`src/rtl/wb_pkg.sv`:
```
// Shared Wishbone definitions: FSM encoding and default bus widths used by the
// master and slave adapters.
package wb_pkg;

    localparam int unsigned WB_ADDR_W = 32;
    localparam int unsigned WB_DATA_W = 32;

    typedef enum logic [1:0] {
        IDLE = 2'b00,
        BUS  = 2'b01,
        RESP = 2'b10
    } wb_state_e;

endpackage : wb_pkg

```
`src/rtl/wb_timeout_counter.sv`:
```
// Bus-cycle watchdog: counts enabled cycles and flags the one whose increment
// reaches TIMEOUT_CYCLES.
module wb_timeout_counter #(
    parameter int unsigned TIMEOUT_CYCLES = 255
) (
    input  logic clk_i,
    input  logic rst,
    input  logic clr,
    input  logic en,
    output logic tc_c
);

    localparam int unsigned CNT_W = $clog2(TIMEOUT_CYCLES + 1);

    logic [CNT_W-1:0] count;

    always_ff @(posedge clk_i) begin
        if (rst || clr) begin
            count <= '0;
        end else if (en) begin
            count <= count + CNT_W'(1);
        end
    end

    // Terminal when this cycle's increment would bring the count to TIMEOUT_CYCLES.
    assign tc_c = en && (count == CNT_W'(TIMEOUT_CYCLES - 1));

endmodule : wb_timeout_counter

```
`src/rtl/wishbone_master_adapter.sv`:
```
// Core data-port to Wishbone classic single-cycle master, one outstanding
// transaction. Define WB_MASTER_TIMEOUT_EN to abort cycles that never see ACK.
module wishbone_master_adapter
    import wb_pkg::*;
#(
    parameter int unsigned ADDR_W         = WB_ADDR_W,
    parameter int unsigned DATA_W         = WB_DATA_W,
    parameter int unsigned TIMEOUT_CYCLES = 255
) (
    input  logic                clk_i,
    input  logic                rst,
    input  logic                core_req_i,
    input  logic                core_we_i,
    input  logic [ADDR_W-1:0]   core_addr_i,
    input  logic [DATA_W-1:0]   core_wdata_i,
    input  logic [DATA_W/8-1:0] core_sel_i,
    output logic                core_busy_o,
    output logic                core_ready_o,
    output logic [DATA_W-1:0]   core_rdata_o,
    output logic                core_err_o,
    output logic [ADDR_W-1:0]   wb_addr_o,
    output logic [DATA_W-1:0]   wb_data_o,
    input  logic [DATA_W-1:0]   wb_data_i,
    output logic                wb_we_o,
    output logic [DATA_W/8-1:0] wb_sel_o,
    output logic                wb_cyc_o,
    output logic                wb_stb_o,
    input  logic                wb_ack_i
);

    wb_state_e state;
    logic      timeout_c;

`ifdef WB_MASTER_TIMEOUT_EN
    wb_timeout_counter #(
        .TIMEOUT_CYCLES (TIMEOUT_CYCLES)
    ) u_timeout (
        .clk_i (clk_i),
        .rst   (rst),
        .clr   (state != BUS),
        .en    ((state == BUS) && !wb_ack_i),
        .tc_c  (timeout_c)
    );
`else
    assign timeout_c = 1'b0;
`endif

    // Control FSM; every output is a register updated alongside the state.
    always_ff @(posedge clk_i) begin
        if (rst) begin
            state        <= IDLE;
            core_busy_o  <= 1'b0;
            core_ready_o <= 1'b0;
            core_rdata_o <= '0;
            core_err_o   <= 1'b0;
            wb_addr_o    <= '0;
            wb_data_o    <= '0;
            wb_we_o      <= 1'b0;
            wb_sel_o     <= '0;
            wb_cyc_o     <= 1'b0;
            wb_stb_o     <= 1'b0;
        end else begin
            core_ready_o <= 1'b0;
            case (state)
                IDLE: begin
                    if (core_req_i) begin
                        wb_addr_o   <= core_addr_i;
                        wb_data_o   <= core_wdata_i;
                        wb_we_o     <= core_we_i;
                        wb_sel_o    <= core_sel_i;
                        wb_cyc_o    <= 1'b1;
                        wb_stb_o    <= 1'b1;
                        core_busy_o <= 1'b1;
                        state       <= BUS;
                    end
                end
                BUS: begin
                    // ACK takes priority over a coincident timeout.
                    if (wb_ack_i) begin
                        core_rdata_o <= wb_we_o ? '0 : wb_data_i;
                        core_err_o   <= 1'b0;
                        core_ready_o <= 1'b1;
                        wb_cyc_o     <= 1'b0;
                        wb_stb_o     <= 1'b0;
                        state        <= RESP;
                    end else if (timeout_c) begin
                        core_rdata_o <= '0;
                        core_err_o   <= 1'b1;
                        core_ready_o <= 1'b1;
                        wb_cyc_o     <= 1'b0;
                        wb_stb_o     <= 1'b0;
                        state        <= RESP;
                    end
                end
                RESP: begin
                    core_busy_o <= 1'b0;
                    state       <= IDLE;
                end
                default: begin
                    core_busy_o <= 1'b0;
                    wb_cyc_o    <= 1'b0;
                    wb_stb_o    <= 1'b0;
                    state       <= IDLE;
                end
            endcase
        end
    end

endmodule : wishbone_master_adapter
```
`config.mk`:
```
export PLATFORM = sky130hd
export DESIGN_NAME = wishbone_master_adapter
export DESIGN_NICKNAME = d
export VERILOG_FILES = /design/src/rtl/wb_pkg.sv /design/src/rtl/wb_timeout_counter.sv /design/src/rtl/wishbone_master_adapter.sv
export SDC_FILE = /design/constraint.sdc
export NUM_CORES = 1
export LEC_CHECK = 0
export BUFFER_PORTS_ARGS = -buffer_cell sky130_fd_sc_hd__buf_2
export CAP_MARGIN = 40
export CORE_MARGIN = 8
export CORE_UTILIZATION = 25
export CTS_CLUSTER_SIZE = 16
export DETAILED_ROUTE_END_ITERATION = 8
export PLACE_DENSITY = 0.49
export SLEW_MARGIN = 5
export SYNTH_ARGS = -nofsm -noshare
export SYNTH_HDL_FRONTEND = slang
export SYNTH_SLANG_ARGS = --single-unit
```
`constraint.sdc`:
```
create_clock -name clk_i -period 1.9 [get_ports clk_i]
set_input_delay 0.38 -clock clk_i [delete_from_list [all_inputs] [get_ports clk_i]]
set_output_delay 0.38 -clock clk_i [all_outputs]
set_load 0.01 [all_outputs]
```
---- Yosys cells after proc, flatten, opt, wreduce, memory -nomap -nowiden ----
Cells that the tools add are included.
storage, ports and cells
  register bits after elaboration ......... 106
  input bits .............................. 105
operators by class
  equality and inequality tests ........... 4
  mux-type cells .......................... 9
  bitwise operators ....................... 2
  reductions and logical operators ........ 7
operators with widths
  operator              count
  $mux W32              1
  $reduce_and A2 Y1     4
  $mux W2               2
  $ne A2 B2 Y1 const B  2
  $pmux W2 S2           1
  $mux W1               3
  $pmux W1 S3           1
  $reduce_and A3 Y1     1
  $eq A2 B1 Y1 const B  1
  $eq A2 B2 Y1 const B  1
  $logic_not A2 Y1      1
  $not A1 Y1            2
  $pmux W1 S2           1
  $reduce_or A2 Y1      1

---- Logic depth before layout (Yosys ltp) ----
  depth after elaboration ................. 3
  gate-level depth with buffers ........... 7

---- Least setup slack after synthesis ----
Ideal clock, no wire load.
  path kind ............................... reg-to-reg
  start point ............................. register state[1]
  end point ............................... register wb_addr_o[21]
  setup time .............................. 0.132 ns
  arrival ................................. 1.263 ns
  data required time ...................... 1.768 ns
  path slack .............................. 0.505 ns
  stages on the path, launching flop included .. 8
  buffers on the path ..................... 4
  clock period less this slack ............ 1.395 ns
  path through ............................ dfxtp_1 > buf_6 > or3b_1 > buf_2 > buf_6 > buf_6 > nand2_1 > a21oi_1
on the way
  cells in the longest elaborated chain, start to end .. 2
ends and longest elaborated chain
  element                             line                           text
  start, declared                     wishbone_master_adapter.sv:31  wb_state_e state;
  start signal, assigned              wishbone_master_adapter.sv:51  state <= IDLE;
  start signal, assigned              wishbone_master_adapter.sv:74  state <= BUS;
  start signal, assigned              wishbone_master_adapter.sv:85  state <= RESP;
  $logic_not A2 Y1                    wishbone_master_adapter.sv:64  case (state)
  $reduce_and A2 Y1 (no source line)  n/a
  end signal, assigned                wishbone_master_adapter.sv:67  wb_addr_o <= core_addr_i;
  end, declared                       wishbone_master_adapter.sv:21  output logic [ADDR_W-1:0] wb_addr_o,
No other way between the ends.
A chain may end at the register's enable or synchronous reset.

---- Final worst setup path ----
  start point ............................. register state[1]
  end point ............................... register wb_data_o[28]
on the way
  cells in the longest elaborated chain, start to end .. 2
ends and longest elaborated chain
  element                             line                           text
  $logic_not A2 Y1                    wishbone_master_adapter.sv:64
  $reduce_and A2 Y1 (no source line)  n/a
  end signal, assigned                wishbone_master_adapter.sv:68  wb_data_o <= core_wdata_i;
  end, declared                       wishbone_master_adapter.sv:22  output logic [DATA_W-1:0] wb_data_o,
No other way between the ends.

==> impl_metrics.tcl <==
set metrics [dict create \
    status "finished clean" \
    vias 3380 \
    hpwl_mm 8.517 \
    cts_setup_buffers 0 \
    setup_slack_ns 0.3472 \
    cts_root_buffer "clkbuf_16" \
    placedCellCount 759 \
    grt_first_pass_wirelength_mm 18.11 \
    area_delta_synth_final_pct 41.02 \
    setup_violations 0 \
    critPathRequiredTime_ns 2.12 \
    grtUsageTotal_pct 12.34 \
    cts_max_level 3 \
    syn_nets 501 \
    rr_endpoint "wb_data_o[28]" \
    drv_slew 0 \
    rr_startpoint "state[1]" \
    design_area_mm2 0.005002 \
    timing.final.crit_period_ns 1.553 \
    setup.worst_path.end "wb_data_o[28]" \
    crit_arrival_ns 1.77 \
    routed_via_density 4.373 \
    power_mw 4.774 \
    peakVddDrop_v 0.0005083 \
    die_w_um 135.1 \
    worst_hold_slack_ns 0.2446 \
    reg2reg_setup_slack_ns 0.35 \
    grt_pass1_vias 3433 \
    io_buffers 209 \
    antenna_found_initial 1 \
    critPathLaunch "state[1]" \
    diodes 0 \
    power_density_mw_per_mm2 954.3 \
    cts_sinks 106 \
    clock_skew_ns 0.007575 \
    num-nets-final 695 \
    clock.fmax_mhz 644.0 \
    syn_area_mm2 0.003547 \
    fin_tns_setup_ns 0 \
    cts_tree "yes" \
    layout.cells.non_filler 773 \
    worstSetupPathType "reg -> reg" \
    endpoint_kind "register" \
    cts_resized 0 \
    grt_max_degree 70 \
    ios 211 \
    fill_cells 1459 \
    postRouteAntennaNets 0 \
    yosysUniqueCellTypes 20 \
    ys_seq_elements 106 \
    overflow 0 \
    dieArea_mm2 0.01826 \
    wirelength_mm 11.57 \
    first_pass_iters 4 \
    place_worst_setup_slack_ns 0.3676 \
    clock_latency_ns 0.34 \
    period_share_pct 81.73 \
    clk_path_buf_depth 2 \
    fp.dieH_um 135.1 \
    rows 43 \
    hold_class "in -> reg" \
    final_core_util_pct 36.04 \
    r2r_cells 4 \
    cp_max_fo 69 \
    routedWlPerCell_um 14.97 \
    hold_viol_final 0 \
    postCtsHoldBufs 0 \
    ys_warn_count 0 \
    synthCells 396 \
    rsz0062_at_grt "false" \
    power_leakage_nw 2.405 \
    drcViolationCount 0 \
    drt_iter0_drc 149 \
    syn_area_per_cell_um2 8.957 \
    layout-drive-gt1-share_pct 39.46 \
    dpl_cell_area_mm2 0.004735 \
    clk_pin_slew_ns 0.07 \
    startpoint_type "register" \
    core_area_mm2 0.01388 \
    cap_violations 0 \
    cts_buffers 9 \
    gp_congestion 0.6961 \
    start_util_pct 25.55 \
    ys_seq_area_share_pct 59.82 \
]
-- flip-flops by register name, indices dropped and copies added (netlist names) --
signal / count
core_ready_o: 1
state: 2
wb_stb_o: 1
wb_data_o: 32
wb_we_o: 1
wb_addr_o: 32
core_rdata_o: 32
core_busy_o: 1
wb_sel_o: 4
-- power breakdown --
part	internal (mW)	switching, mW	total [mW]
Clock	0.913	0.821	1.73
Sequential	2.35	0.0721	2.42
Combinational	0.267	0.350	0.617
Total	3.53	1.24	4.77
-- critical path: stages (launching register included) --
cell and delay [ns]:
dfxtp_1 0.42, or3b_2 0.55, buf_12 0.20, nand2_1 0.12, a21oi_1 0.06
-- layer usage --
metal | vias to the layer above | part of all wire, % | track usage [%]
li1 | 1696 | - | -
met1 | 1528 | 41 | 14.12
met2 | 141 | 46 | 19.59
met3 | 13 | 11 | 6.612
met4 | 2 | 1.2 | 3.455
met5 | - | 0.11 | 0
-- cell type report --
type | instances | area (µm²) | area share, %
sequential | 106 | 2122 | 42.42
clock inverter | 4 | 28.78 | 0.5753
multi-input combinational | 256 | 1272 | 25.44
timing repair buffer | 216 | 1111 | 22.21
tap | 180 | 225.2 | 4.502
inverter | 1 | 3.754 | 0.07504
clock buffer | 10 | 239.0 | 4.777
-- placed cells by master (no fill, tap or decap) --
master	count
nor3_1	3
a21oi_1	70
nor4_4	1
inv_6	1
o21ai_0	1
inv_1	1
clkbuf_8	1
dfxtp_1	106
conb_1	1
clkbuf_16	9
nand2b_1	1
or3b_2	1
clkinv_2	1
a22o_1	32
buf_4	6
nor3b_4	1
nor2b_1	2
nor2_1	2
clkinvlp_4	2
buf_2	209
nand2_1	139
buf_12	1
a2111oi_0	1
a31oi_2	1
-- logic make-up (layout without fill, tap and decap cells) --
family,Yosys count,after routing,synth area share (%)
compound gates,105,105,18.34
simple gates,150,150,16.83
buf+inv,34,231,4.903
other cells,1,1,0.1057
flops,106,106,59.82
-- Yosys cell counts, drive strengths merged --
cell | instances | share of area (%)
nor4 | 1 | 0.35
nand2 | 139 | 15
a22o | 32 | 7.9
conb | 1 | 0.11
a31oi | 1 | 0.18
nor3b | 1 | 0.35
o21ai | 1 | 0.14
clkbuf | 17 | 1.8
or3b | 1 | 0.25
nor3 | 3 | 0.42
a21oi | 70 | 9.9
dfxtp | 106 | 60
nor2b | 2 | 0.35
a2111oi | 1 | 0.25
nand2b | 1 | 0.18
buf | 16 | 3.0
nor2 | 2 | 0.21
inv | 1 | 0.11
-- how the worst min path moves through the flow --
| stage | from | end | slack (ns) | depth (start not counted) |
|---|---|---|---|---|
| floorplan | rst | state[0] | 0.47 | 1 |
| global placement | wb_data_o[4] | wb_data_o[4] | 0.44 | 2 |
| detailed placement | wb_addr_o[17] | wb_addr_o[17] | 0.45 | 2 |
| CTS | wb_data_i[20] | core_rdata_o[20] | 0.23 | 2 |
| global route | wb_data_i[26] | core_rdata_o[26] | 0.22 | 2 |
| finish | wb_data_i[20] | core_rdata_o[20] | 0.24 | 2 |
Power figures use the tool's default switching activity.
